### src/rtl/sar_adc_ctrl.sv
// sar_adc_ctrl: successive-approximation ADC controller.
//
// Drives the analog mux select, the track/sample switch and the capacitive DAC
// code. It reads the comparator back one bit at a time, MSB first, and returns a
// channel-tagged result together with a one-cycle valid pulse.
//
// Parameters:
//   WIDTH       conversion resolution in bits (>=4)
//   NCH         number of analog input channels (>=1)
//   SAMPLE_CYC  cycles the track switch stays closed per conversion (>=1)
//   SETTLE_CYC  cycles per bit trial before the comparator is latched (>=1)
//
// Ports:
//   clk, rst_n  clock and asynchronous active-low reset
//   start       conversion request, accepted in IDLE or DONE
//   ch_sel      channel to convert; out-of-range values clamp to NCH-1
//   abort       cancels a conversion that is in SAMPLE or CONV
//   cmp_in      comparator output (1 = input >= dac_code, so the trial bit stays)
//   dac_code    DAC drive code; zero outside CONV
//   mux_sel     latched channel
//   sample      track switch enable
//   busy        high in SAMPLE and CONV
//   result      last completed code; held until the next completion
//   result_ch   channel of result
//   valid       one-cycle pulse when result/result_ch update
//
// Optional feature macro: SAR_AVG4_EN. When it is defined, every accepted start
// runs four SAMPLE+CONV passes. The result is then the rounded average
// ((sum+2)>>2) of the four codes.

module sar_adc_ctrl #(
  parameter int WIDTH      = 12,
  parameter int NCH        = 4,
  parameter int SAMPLE_CYC = 2,
  parameter int SETTLE_CYC = 1,
  localparam int CW        = (NCH > 1) ? $clog2(NCH) : 1
) (
  input  logic             clk,
  input  logic             rst_n,
  input  logic             start,
  input  logic [CW-1:0]    ch_sel,
  input  logic             abort,
  input  logic             cmp_in,
  output logic [WIDTH-1:0] dac_code,
  output logic [CW-1:0]    mux_sel,
  output logic             sample,
  output logic             busy,
  output logic [WIDTH-1:0] result,
  output logic [CW-1:0]    result_ch,
  output logic             valid
);

  typedef enum logic [1:0] {IDLE, SAMPLE, CONV, DONE} state_t;

  localparam int CMAX  = (SAMPLE_CYC > SETTLE_CYC) ? SAMPLE_CYC : SETTLE_CYC;
  localparam int CNT_W = $clog2(CMAX + 1);
  localparam logic [CNT_W-1:0] SAMP_LAST = CNT_W'(SAMPLE_CYC - 1);
  localparam logic [CNT_W-1:0] SETL_LAST = CNT_W'(SETTLE_CYC - 1);
  localparam logic [WIDTH-1:0] MSB       = {1'b1, {(WIDTH-1){1'b0}}};

  state_t           state;
  logic [CNT_W-1:0] cnt;    // sample / settle cycle counter
  logic [WIDTH-1:0] mask;   // one-hot marker of the bit currently on trial
  logic [WIDTH-1:0] kept;   // dac_code with the trial bit resolved by cmp_in

  // dac_code already holds the resolved upper bits plus the trial bit.
  assign kept = cmp_in ? dac_code : (dac_code & ~mask);

  function automatic logic [CW-1:0] clamp_ch(input logic [CW-1:0] c);
    if (int'(c) >= NCH) return CW'(NCH - 1);
    return c;
  endfunction

`ifdef SAR_AVG4_EN
  logic [1:0]       pass;
  logic [WIDTH+1:0] sum;

  // Round half up. A sum of at most 4*(2^WIDTH-1) plus 2 still fits in
  // WIDTH+2 bits, so the extra bit is only headroom.
  function automatic logic [WIDTH-1:0] round_avg4(input logic [WIDTH+1:0] s);
    logic [WIDTH+2:0] t;
    t = {1'b0, s} + (WIDTH+3)'(2);
    return t[WIDTH+1:2];
  endfunction
`endif

  always_ff @(posedge clk or negedge rst_n) begin
    if (!rst_n) begin
      state     <= IDLE;
      cnt       <= '0;
      mask      <= '0;
      dac_code  <= '0;
      mux_sel   <= '0;
      sample    <= 1'b0;
      busy      <= 1'b0;
      result    <= '0;
      result_ch <= '0;
      valid     <= 1'b0;
`ifdef SAR_AVG4_EN
      pass      <= '0;
      sum       <= '0;
`endif
    end else begin
      valid <= 1'b0;
      case (state)
        IDLE, DONE: begin
          if (start) begin
            state    <= SAMPLE;
            mux_sel  <= clamp_ch(ch_sel);
            sample   <= 1'b1;
            busy     <= 1'b1;
            cnt      <= '0;
            dac_code <= '0;
`ifdef SAR_AVG4_EN
            pass     <= '0;
            sum      <= '0;
`endif
          end else begin
            state <= IDLE;
          end
        end

        SAMPLE: begin
          if (abort) begin
            state    <= IDLE;
            sample   <= 1'b0;
            busy     <= 1'b0;
            cnt      <= '0;
            dac_code <= '0;
          end else if (cnt == SAMP_LAST) begin
            state    <= CONV;
            sample   <= 1'b0;
            cnt      <= '0;
            mask     <= MSB;
            dac_code <= MSB;
          end else begin
            cnt <= cnt + 1'b1;
          end
        end

        CONV: begin
          // abort wins over a bit decision in the same cycle
          if (abort) begin
            state    <= IDLE;
            busy     <= 1'b0;
            cnt      <= '0;
            mask     <= '0;
            dac_code <= '0;
          end else if (cnt == SETL_LAST) begin
            cnt <= '0;
            if (mask[0]) begin
              mask     <= '0;
              dac_code <= '0;
`ifdef SAR_AVG4_EN
              sum <= sum + {2'b00, kept};
              if (pass == 2'd3) begin
                result    <= round_avg4(sum + {2'b00, kept});
                result_ch <= mux_sel;
                valid     <= 1'b1;
                busy      <= 1'b0;
                state     <= DONE;
              end else begin
                pass   <= pass + 1'b1;
                sample <= 1'b1;
                state  <= SAMPLE;
              end
`else
              result    <= kept;
              result_ch <= mux_sel;
              valid     <= 1'b1;
              busy      <= 1'b0;
              state     <= DONE;
`endif
            end else begin
              mask     <= mask >> 1;
              dac_code <= kept | (mask >> 1);
            end
          end else begin
            cnt <= cnt + 1'b1;
          end
        end

        default: state <= IDLE;
      endcase
    end
  end

endmodule

### config.mk
export PLATFORM = sky130hd
export DESIGN_NAME = sar_adc_ctrl
export DESIGN_NICKNAME = d
export VERILOG_FILES = /design/src/rtl/sar_adc_ctrl.sv
export SDC_FILE = /design/constraint.sdc
export NUM_CORES = 1
export LEC_CHECK = 0
export CAP_MARGIN = 30
export CORE_UTILIZATION = 45
export DETAILED_ROUTE_END_ITERATION = 10
export MAX_ROUTING_LAYER = met4
export PLACE_DENSITY = 0.7
export SLEW_MARGIN = 20
export SYNTH_ARGS = -nofsm -noshare
export SYNTH_HDL_FRONTEND = slang
export SYNTH_SLANG_ARGS = --single-unit
### constraint.sdc
create_clock -name clk -period 2.8 [get_ports clk]
set_clock_uncertainty 0.2 [all_clocks]
set_input_delay 0.42 -clock clk [delete_from_list [all_inputs] [get_ports clk]]
set_output_delay 0.42 -clock clk [all_outputs]
set_load 0.01 [all_outputs]
==> flow_summary.yaml <==
sta:
  finalSetupTns_ns: 0
  fmax_ghz: 0.437
  hold_viol_final: 0
  tightest_slew_ns: 0.797
  drv_slew: 0
  finalSetupViolCount: 0
  fin_crit_sh_pct: 81.7
  min_period_ns: 2.29
  rsz0062_at_grt: "no"
  slew_headroom_pct: 46.7
setup_path:
  endpoint: "dac_code[2]$_DFFE_PN0P_"
  reg2reg_to: "dac_code[2]$_DFFE_PN0P_"
  max_stage_delay_ns: 0.63
  path_max_fanout: 10
  worstSetupPathType: "reg -> reg"
  worst_setup_path_end_kind: "flop"
  cp-start-kind: "flop"
  regToRegSetupSlack_ns: 0.51
  path_cells: "inv_1 > ha_1 > nor3b_1 > nand2b_1 > nor2b_1 > a221o_1"
  worstSetupPathDepth: 6
  path_buf_inv: 1
  reg2reg_depth: 6
  crit_family: "simple AND/OR/NAND/NOR gates"
  cp_slowest_cell: "nor2b_1"
  critical_path.startpoint: "state[0]$_DFFE_PN0P_"
  cp.arrival_ns: 2.33
  worstReg2RegStart: "state[0]$_DFFE_PN0P_"
  required_ns: 2.84
floorplanning:
  core_area_um2: 4470
  row_count: 24
  fp.dieW_um: 71.3
  io_pins: 38
  dieArea_um2: 5090
  die_h_um: 71.3
  start_util_pct: 48.4
global_route:
  gr-total-overflow: 0
  grt_max_degree: 28
  antenna_found_initial: 0
  grt_pass1_wl_um: 7600
  grtUsageTotal_pct: 20.4
  grt_pass1_vias: 1597
synth:
  synth_edf_count: 0
  synth_nets: 223
  synthCells: 211
  avgSynthCellArea_um2: 10.3
  synth_area_um2: 2160
  synthArstFlopShare_pct: 100
  seq_area_frac_synth_pct: 54.4
  ys_ff_latch: 47
  synth_cell_type_count: 31
  synth-main-ff-cell: "dfrtp_1"
  ys_warn_count: 0
route:
  viasPerCell: 5.46
  wl_um: 4650
  drc_errors: 5
  drt_iter0_drc: 128
  drtPass1Iterations: 8
  drtAntennaViolNets: 0
  dr_total_vias: 1665
  wl_per_cell_um: 15.2
run:
  maxCapViolCount: 0
power_and_ir_drop:
  power.total_w: 0.00193
  p_sw_w: 0.000641
  p_int_w: 0.00129
  switching_share_pct: 33.2
  seqPwrFrac_pct: 40.6
  pwr-share-clk_pct: 26.5
  p_comb_share_pct: 33.0
  leakagePower_nw: 1.14
  p_per_area_nw_per_um2: 712
  ir_drop_v: 0.000522
clock_network:
  cts_sinks: 47
  postCtsSetupBuffers: 0
  clkLatencyLatePin_ns: 0.30
  cts_buffers: 5
  cts_tree: "done"
  h-tree-depth: 2
  clk_transition_reported_paths_ns: 0.09
  cts_buffer_depth: 2
  clock-root-buffer: "clkbuf_8"
min_path:
  holdCritPathClass: "reg -> reg"
placed_design:
  dp_hpwl_um: 3390
  placed_cells: 296
  place.gp.congestion: 0.875
  place.port_buffers: 37
finish:
  num_antenna_cells: 0
  drive_gt1_share_pct: 11.5
  layout.nets: 264
  finalNonFillerCells: 305
  area_growth_pct: 25.4
run_status:
  outcome: "complete, but fails checks"
  violations: "DRC"
## synth_stat cells, types with 2 or more instances
cell	n	area, µm²
inv_1	19	71.3
clkbuf_1	4	15.0
ha_1	5	62.6
nand2_1	28	105
nor2b_1	4	25.0
buf_6	2	22.5
o22a_1	2	17.5
nand2b_1	6	37.5
o31ai_1	3	22.5
buf_2	4	20.0
mux2_2	4	45.0
a22oi_1	2	15.0
a221o_1	11	110
o31ai_2	8	100
nor2_1	16	60.1
o22ai_1	2	12.5
o21ai_0	28	140
dfrtp_1	47	1180
a21oi_1	4	20.0
## repair_timing
item,CTS,global route
resized for setup,0,0
hold endpoints to repair,22,0
hold buffers,1,0
## cell usage in the layout, fill, tap and decap left out, types with 2 or more instances in the layout
| cell | count |
|---|---|
| dfrtp_1 | 47 |
| a22oi_1 | 2 |
| o21ai_0 | 28 |
| o22ai_1 | 2 |
| mux2_2 | 4 |
| nor2_1 | 16 |
| nand2_1 | 28 |
| a221o_1 | 11 |
| o31ai_2 | 8 |
| o31ai_1 | 3 |
| a21oi_1 | 4 |
| clkdlybuf4s50_1 | 36 |
| buf_4 | 8 |
| ha_1 | 5 |
| inv_1 | 19 |
| clkbuf_8 | 6 |
| nand2b_1 | 6 |
| nor2b_1 | 4 |
| o22a_1 | 2 |
## cell families (layout without fill, tap and decap cells)
| logic type | count (synthesis) | in the layout | share of synthesized area (%) |
|---|---|---|---|
| AO/OA/AOI/OAI | 66 | 66 | 22.6 |
| adder cells (fa/ha/maj) | 5 | 5 | 2.89 |
| buffers and inverters | 31 | 73 | 6.48 |
| flip-flops | 47 | 47 | 54.4 |
| multiplexers | 4 | 4 | 2.08 |
| AND/OR/NAND/NOR | 58 | 58 | 11.6 |
## per-layer routing
layer	GRT usage (%)	wire [µm]
met4	8.67	75
met2	33.9	2300
met5	-	0
met1	25.0	2090
met3	2.95	186
## stage by stage
stage | instance area (µm²) | hold WS (ns) | setup slack (ns) | utilization [%]
final | 2710 | 0.288 | 0.511 | 60.6
after global routing | 2710 | 0.306 | 0.370 | 60.6
after CTS | 2710 | 0.290 | 0.528 | 60.6
after detailed placement | 2580 | 0.236 | 0.233 | 57.8
after global placement | 2580 | 0.233 | 0.242 | 57.8
after floorplan | 2160 | -0.0756 | 0.848 | -
## worst register-to-register path: stages (launching register included)
cell and delay [ns]:
dfrtp_1 0.40, inv_1 0.06, ha_1 0.26, nor3b_1 0.30
nand2b_1 0.11, nor2b_1 0.63, a221o_1 0.27
## power groups by stage
stage | registers [W] | clock network [W] | logic [W]
after floorplan | 0.000805 | 0 | 0.000416
after global placement | 0.000797 | 0 | 0.000627
after detailed placement | 0.000796 | 0 | 0.000634
after CTS | 0.000784 | 0.000525 | 0.000637
after global routing | 0.000794 | 0.000541 | 0.000699
final | 0.000783 | 0.000511 | 0.000637
## how the worst min path moves through the flow
stage,slack [ns],end,cells past startpoint,start
final,0.29,result[8]$_DFFE_PN0P_,2,result[8]$_DFFE_PN0P_
after global routing,0.31,result[8]$_DFFE_PN0P_,2,result[8]$_DFFE_PN0P_
after CTS,0.29,result[7]$_DFFE_PN0P_,2,result[7]$_DFFE_PN0P_
after detailed placement,0.24,valid$_DFF_PN0_,1,rst_n
after global placement,0.23,valid$_DFF_PN0_,1,rst_n
after floorplan,-0.08,busy$_DFFE_PN0P_,0,rst_n
## flip-flops by register name (all words and copies together), names as in the netlist
register and flops:
dac_code 12, sample 1, result 12, result_ch 2, state 2, mask 12, busy 1, mux_sel 2
cnt 2, valid 1
## area by class of cell
| type | instances | area, µm² |
|---|---|---|
| clock buffers | 6 | 82.6 |
| inverters | 19 | 71.3 |
| repair buffers | 46 | 435 |
| well taps | 52 | 65.1 |
| flip-flops and latches | 47 | 1180 |
| fillers | 405 | 1760 |
| multi-input cells | 133 | 847 |
| clock inverters | 2 | 35.0 |
Note: power is estimated with default switching activity, not from simulation.
